## config.mk

```make
export PLATFORM = sky130hd
export DESIGN_NAME = sn_cmd_encoder
export DESIGN_NICKNAME = d
export VERILOG_FILES = /design/src/rtl/sn_cmd_encoder.sv
export SDC_FILE = /design/constraint.sdc
export NUM_CORES = 1
export LEC_CHECK = 0
export ABC_AREA = 0
export ABC_CLOCK_PERIOD_IN_PS = 2450
export BUFFER_PORTS_ARGS = -buffer_cell sky130_fd_sc_hd__buf_2
export CAP_MARGIN = 20
export CORE_MARGIN = 8
export CORE_UTILIZATION = 40
export CTS_CLUSTER_SIZE = 25
export DETAILED_ROUTE_END_ITERATION = 10
export PLACE_DENSITY_LB_ADDON = 0.12
export SLEW_MARGIN = 15
export SYNTH_ARGS = -nofsm -noshare
export SYNTH_HDL_FRONTEND = slang
export SYNTH_SLANG_ARGS = --single-unit
```

## constraint.sdc

```tcl
create_clock -name clk -period 2.45 [get_ports clk]
set_input_delay 0.735 -clock clk [delete_from_list [all_inputs] [get_ports clk]]
set_output_delay 0.735 -clock clk [all_outputs]
set_load 0.03 [all_outputs]
```

## src/rtl/sn_cmd_encoder.sv

```systemverilog
// sn_cmd_encoder: turns queued register writes (3-bit address, 10-bit value) into
// the SN76489 command byte stream, one byte per single-cycle strobe, with a fixed
// idle gap after every strobe. Tone writes emit a latch byte followed by a data byte.
module sn_cmd_encoder #(
    parameter int unsigned DEPTH = 4,
    parameter int unsigned GAP   = 1
) (
    input  logic       clk,
    input  logic       rst,
    input  logic       wr_en,
    input  logic [2:0] wr_addr,
    input  logic [9:0] wr_value,
    output logic       wr_ready,
    output logic [7:0] data_out,
    output logic       new_data_out,
    output logic       busy,
    output logic       overflow
);

    localparam int unsigned AW = (DEPTH > 1) ? $clog2(DEPTH) : 1;
    localparam int unsigned GW = (GAP > 1) ? $clog2(GAP) : 1;
    // Gap counter loads GAP-1 and counts down to zero, so a gap state lasts GAP cycles.
    localparam logic [GW-1:0] GapLoad = (GAP > 0) ? GW'(GAP - 1) : '0;
    localparam logic [AW:0]   Full    = (AW + 1)'(DEPTH);

    typedef enum logic [2:0] {
        StIdle,
        StLatch,
        StGapA,
        StData,
        StGapB
    } state_e;

    logic [12:0]   mem [DEPTH];
    logic [AW-1:0] wptr;
    logic [AW-1:0] rptr;
    logic [AW:0]   count;
    logic          push;
    logic          pop;

    state_e        state;
    logic [2:0]    hold_addr;
    logic [9:0]    hold_value;
    logic [GW-1:0] gap_cnt;
    logic          hold_tone;

    // Ready depends on the registered count only; a same-cycle pop does not free a slot.
    assign wr_ready  = (count != Full);
    assign push      = wr_en && wr_ready;
    assign pop       = (state == StIdle) && (count != '0);
    assign busy      = (count != '0) || (state != StIdle);
    // Tone registers are the even addresses other than the noise register.
    assign hold_tone = !hold_addr[0] && (hold_addr != 3'd6);

    // Request storage; contents are don't-care until written, so no reset.
    always_ff @(posedge clk) begin
        if (push) begin
            mem[wptr] <= {wr_addr, wr_value};
        end
    end

    // FIFO pointers, occupancy and the sticky overflow flag.
    always_ff @(posedge clk or posedge rst) begin
        if (rst) begin
            wptr     <= '0;
            rptr     <= '0;
            count    <= '0;
            overflow <= 1'b0;
        end else begin
            if (push) begin
                wptr <= wptr + 1'b1;
            end
            if (pop) begin
                rptr <= rptr + 1'b1;
            end
            if (push && !pop) begin
                count <= count + 1'b1;
            end else if (pop && !push) begin
                count <= count - 1'b1;
            end
            if (wr_en && !wr_ready) begin
                overflow <= 1'b1;
            end
        end
    end

    // Transmit sequencer with registered byte and strobe outputs.
    always_ff @(posedge clk or posedge rst) begin
        if (rst) begin
            state        <= StIdle;
            hold_addr    <= '0;
            hold_value   <= '0;
            gap_cnt      <= '0;
            data_out     <= 8'h00;
            new_data_out <= 1'b0;
        end else begin
            new_data_out <= 1'b0;
            unique case (state)
                StIdle: begin
                    if (pop) begin
                        {hold_addr, hold_value} <= mem[rptr];
                        state <= StLatch;
                    end
                end
                StLatch: begin
                    data_out     <= {1'b1, hold_addr, hold_value[3:0]};
                    new_data_out <= 1'b1;
                    if (GAP > 0) begin
                        gap_cnt <= GapLoad;
                        state   <= StGapA;
                    end else begin
                        state <= hold_tone ? StData : StIdle;
                    end
                end
                StGapA: begin
                    if (gap_cnt == '0) begin
                        state <= hold_tone ? StData : StIdle;
                    end else begin
                        gap_cnt <= gap_cnt - 1'b1;
                    end
                end
                StData: begin
                    data_out     <= {2'b00, hold_value[9:4]};
                    new_data_out <= 1'b1;
                    if (GAP > 0) begin
                        gap_cnt <= GapLoad;
                        state   <= StGapB;
                    end else begin
                        state <= StIdle;
                    end
                end
                StGapB: begin
                    if (gap_cnt == '0) begin
                        state <= StIdle;
                    end else begin
                        gap_cnt <= gap_cnt - 1'b1;
                    end
                end
                default: state <= StIdle;
            endcase
        end
    end

endmodule
```

; ---- After elaboration in Yosys (flattened, before gate mapping)
; Memory sizes are Yosys's and may differ from the RTL's. A register that Yosys moved wholly into a read port is not among the register bits.
; Cells that the tools add are included.
; Widths: inputs -> output; s select.
[op_classes]
add_sub_neg = 5
n_eq_ne = 9
n_mux = 13
reduce_logical = 21
[ops]
columns = operator, count
row1 = $pmux 8 s2, 1
row2 = $mux 3, 5
row3 = $pmux 3 s5, 1
row4 = $eq 3x2->1 const B, 2
row5 = $logic_and 1x1->1, 6
row6 = $ne 2x2->1 const B, 3
row7 = $ne 3x3->1 const B, 2
row8 = $reduce_bool 2->1, 3
row9 = $reduce_bool 3->1, 2
row10 = $add 2x1->2 const B, 2
row11 = $logic_not 1->1, 4
row12 = $mux 1, 4
row13 = $reduce_or 2->1, 2
row14 = $add 3x1->3 const B, 1
row15 = $eq 3x1->1 const B, 1
row16 = $eq 3x3->1 const B, 1
row17 = $logic_not 3->1, 1
row18 = $reduce_and 3->1, 1
row19 = $sub 3x1->3 const B, 1
row20 = $mux 2, 1
row21 = $pmux 1 s2, 1
row22 = $reduce_and 2->1, 1
row23 = $logic_or 1x1->1, 1
row24 = $sub 1x1->1 const B, 1
[totals]
regBits = 21
ram_bits = 52
input_bits = 16
output_inout_bits = 12
word_cells = 57
mem_count = 1
[mem_list]
columns = name, depth, width, read_ports, rd_ports_with_merged_regs, wr, line
row1 = mem, 4, 13, 1, 1, 1, 34  ; logic [12:0] mem [DEPTH];

; ---- Longest topological paths before layout
[logic_depth]
depth_word = 6
depth_mapped = 12
mapped_depth_nobuf = 9

; ---- Least setup slack after synthesis
; OpenSTA, ideal clock, no wires.
[synth_path]
kind = flip-flop to flip-flop
startpoint = register count[0]
endpoint = register count[2]
arrival_ns = 2.230
required_time_ns = 2.371
slack_ns = 0.141
path_stages_with_launch = 12
path_buffers = 2
cell_sequence = dfrtp_1 or3_4 and2_4 buf_6 buf_8 inv_2 ha_1 inv_1 fa_1 xor2_1 nor2_1 xor2_1
[synth_via]
elab_chain_cells = 5
elab_cells_between_ends = 13
classes_between = 2 x add/sub / 1 x eq/ne / 2 x mux / 8 x reduce/logical
[synth_lines]
columns = item, line
row1 = "start, declared", 37  ; logic [AW:0] count;
row2 = "start signal, assigned", 77  ; count <= count + 1'b1;
row3 = "start signal, assigned", 79  ; count <= count - 1'b1;
row4 = branches (longest 5 deep; another with $sub 3x1->3), -
; Parallel ways; which one is timed is not known. The select of a mux whose other input is x is not followed.
; A chain may end at the register's enable or synchronous reset.

; ---- Worst setup path in the final report
; Ends and elaborated chain as after synthesis.

==> flow_summary.json <==
{
  "clockRootBuffer": "clkbuf_8",
  "multi_input_area_um2": 890.9,
  "grt_pass1_vias": 1834,
  "netlist_area_um2": 3367,
  "r2r_setup_slack_ns": 0.12,
  "numCtsBuffers": 9,
  "synthTopCellsByCount": "edfxtp_1 (52), dfrtp_1 (33), mux4_2 (13)",
  "grt_most_used_layer": "met2",
  "area_growth_pct": 14.60,
  "netlist_instances": 184,
  "fin_skew_ns": 0.005561,
  "grt_pass1_wl_um": 9439,
  "start_util_pct": 41.18,
  "drc_errors": 0,
  "grt_start_max_net_pins": 34,
  "viasPerCell": 4.888,
  "synthFlopType": "edfxtp_1",
  "drt_iter0_drc": 128,
  "hold-path-endpoint": "overflow$_DFFE_PP0P_",
  "worstHoldStart": "overflow$_DFFE_PP0P_",
  "antenna_found_initial": 0,
  "clkPwrFrac_pct": 20.8,
  "leakage_nw": 1.501,
  "slew_viol_final": 0,
  "synth-seq-area-share_pct": 70.90,
  "rows": 33,
  "swShare_pct": 32.86,
  "async_reset_ff_share_pct": 38.82,
  "clk_pin_slew_ns": 0.08,
  "path_cells": "or3_4 > and2_4 > inv_2 > ha_1 > inv_1 > fa_1 > xor2_1 > nor2_1 > xor2_1",
  "crit_family": "simple AND/OR/NAND/NOR gates",
  "ctsResizeCount": 0,
  "required_ns": 2.71,
  "finalSetupTns_ns": 0,
  "grtUsageTotal_pct": 10.85,
  "cts.path.max_buffers": 2,
  "holdCritPathClass": "reg2reg",
  "cp_num_buf_inv": 2,
  "critPathArrivalTime_ns": 2.59,
  "die_h_um": 107.7,
  "die_area_um2": 11610,
  "use_met2_pct": 17.28,
  "ant_nets": 0,
  "irDropWorstVdd_mv": 0.4829,
  "grt-ovfl-total": 0,
  "post-route-min-period_ns": 2.332,
  "cp_common_cell": "xor2_1",
  "vias": 1618,
  "relSlewSlack_pct": 55.32,
  "yosysMostFrequentCell": "edfxtp_1",
  "intPower_mw": 3.482,
  "synth_area_leaders": "edfxtp_1 (46%), dfrtp_1 (25%), mux4_2 (8.7%)",
  "fin_area_um2": 3859,
  "rr_worst_depth": 9,
  "yosysTopAreaCellShare_pct": 46.38,
  "regArea_um2": 2389,
  "max_stage_delay_ns": 0.45,
  "wl_per_cell_um": 17.25,
  "routed_wl_um": 5710,
  "post_cts_buffers": 0,
  "synth_cell_types": 33,
  "ioPinCount": 28,
  "drive_above_1_share_pct": 34.96,
  "p_comb_share_pct": 35.2,
  "worstHoldPathCells": 1,
  "fp.coreArea_um2": 8175,
  "yosys.area.top_type": "edfxtp_1",
  "worstMarginPinSlew_ns": 0.6702,
  "fin_total_pwr_mw": 5.186,
  "ctsHoldBuffers": 0,
  "worstPathMaxFanout": 14,
  "io_buffers": 27,
  "n_antenna_cell": 0,
  "max_freq_mhz": 428.8,
  "finalSetupViolCount": 0,
  "die_w_um": 107.7,
  "fillers": 730,
  "htree_levels": 3,
  "cts.sinks": 85,
  "crit_slowest_cell": "dfrtp_2",
  "power_frac_seq_pct": 43.9,
  "rsz0062_at_grt": "no",
  "critPathLaunchType": "flop",
  "synth_warnings": 0,
  "cap_violations": 0,
  "synth_edf_count": 52,
  "drt-pass1-iter-count": 4,
  "syn_area_per_cell_um2": 18.30,
  "reg2reg_to": "count[2]$_DFFE_PP0P_",
  "finalCritPeriodShare_pct": 95.19,
  "met3_usage_pct": 2.994,
  "worstReg2RegStart": "count[0]$_DFFE_PP0P_",
  "place_area_um2": 3635,
  "ys_ff_latch": 85,
  "end_kind": "flop",
  "place.gp.congestion": 0.7027,
  "outcome": "finished, final reports clean",
  "use_met1_pct": 13.39,
  "critPathKind": "reg2reg",
  "hold_violations": 0,
  "power_density_nw_per_um2": 1344,
  "syn_nets": 206,
  "nets": 243,
  "p_sw_mw": 1.704,
  "hold_slack_ns": 0.4563,
  "clk_latency_ns": 0.34,
  "cts_tree": "built"
}
## logic make-up after synthesis
kind of cell | synth area share (%)
DFF | 70.90
xor gates and xnor gates | 1.561
buffers and inverters | 2.638
and+or+nand+nor | 3.902
adders and majority gates | 2.453
muxes | 16.50
AOI/OAI and AO/OA | 2.044
## routing by layer
| layer | routed length (um) | vias up | share of wire (%) |
|---|---|---|---|
| met5 | 0 | - | 0 |
| met4 | 109 | 0 | 1.9 |
| met3 | 262 | 11 | 4.6 |
| met2 | 2682 | 31 | 47 |
| met1 | 2655 | 820 | 46 |
| li1 | - | 756 | - |
## sequential cells by signal, indices dropped and copies added (netlist names)
register,flops
new_data_out,1
rptr,2
overflow,1
data_out,8
wptr,2
mem,52
hold_addr,3
hold_value,10
state,3
count,3
## per-stage QoR
stage               utilization, %  setup slack [ns]  cells
floorplan                        -            0.1411    184
global placement             44.46            0.2420    315
detailed placement           44.46            0.1234    315
CTS                          47.18           0.09616    331
global route                 47.20          0.008564    331
finish                       47.20            0.1180    331
## how the worst max path moves through the flow
stage / startpoint / to / depth (start not counted) / slack (ns)
after floorplan: count[0]$_DFFE_PP0P_ / count[2]$_DFFE_PP0P_ / 11 / 0.14
after global placement: count[0]$_DFFE_PP0P_ / count[2]$_DFFE_PP0P_ / 9 / 0.24
after detailed placement: count[0]$_DFFE_PP0P_ / count[2]$_DFFE_PP0P_ / 9 / 0.12
after CTS: count[0]$_DFFE_PP0P_ / count[2]$_DFFE_PP0P_ / 9 / 0.1
after global routing: count[0]$_DFFE_PP0P_ / count[2]$_DFFE_PP0P_ / 9 / 0.009
final: count[0]$_DFFE_PP0P_ / count[2]$_DFFE_PP0P_ / 9 / 0.12
## worst reg2reg max path, stage by stage, from the launching register on
cell and delay, ns:
dfrtp_2 0.45, or3_4 0.40, and2_4 0.23, inv_2 0.11, ha_1 0.19, inv_1 0.06
fa_1 0.37, xor2_1 0.15, nor2_1 0.13, xor2_1 0.17
## layout by cell type (no fill, tap or decap)
cell type	count
ha_1	5
buf_2	27
inv_6	1
bufinv_16	2
mux2_1	5
fa_1	1
clkbuf_8	9
dfrtp_1	32
and2_1	4
clkinvlp_4	1
clkinv_4	2
o21ai_1	1
xor2_1	2
a2111o_1	1
a21oi_1	2
mux2i_1	6
dfrtp_2	1
and2_4	1
mux2_2	1
nor2b_1	1
mux2_4	9
a21o_1	1
inv_2	1
nand3_1	1
clkinv_2	1
mux4_2	13
nor3b_1	1
or3_4	1
nand2b_1	2
nor2_1	2
nor3_2	1
edfxtp_1	52
xnor2_1	4
buf_4	8
nand2_1	10
o21ai_0	7
inv_1	7
## layout make-up
cell class / count / share of cell area, %
Timing Repair Buffer: 35 / 5.058
Clock buffer: 9 / 3.210
Multi-Input combinational cell: 82 / 23.09
Inverter: 8 / 0.7782
Tap cell: 105 / 3.405
Sequential cell: 85 / 61.90
Clock inverter: 7 / 2.562
## power groups by stage
stage / Sequential, mW / Combinational [mW] / Clock, mW
5_1_grt: 2.34 / 2.01 / 1.17
6_report: 2.28 / 1.83 / 1.08
3_5_place_dp: 2.32 / 1.87 / 0
3_3_place_gp: 2.28 / 1.79 / 0
2_1_floorplan: 2.36 / 1.38 / 0
4_1_cts: 2.28 / 1.87 / 1.11
No activity file was read; power rests on OpenSTA's default activity.
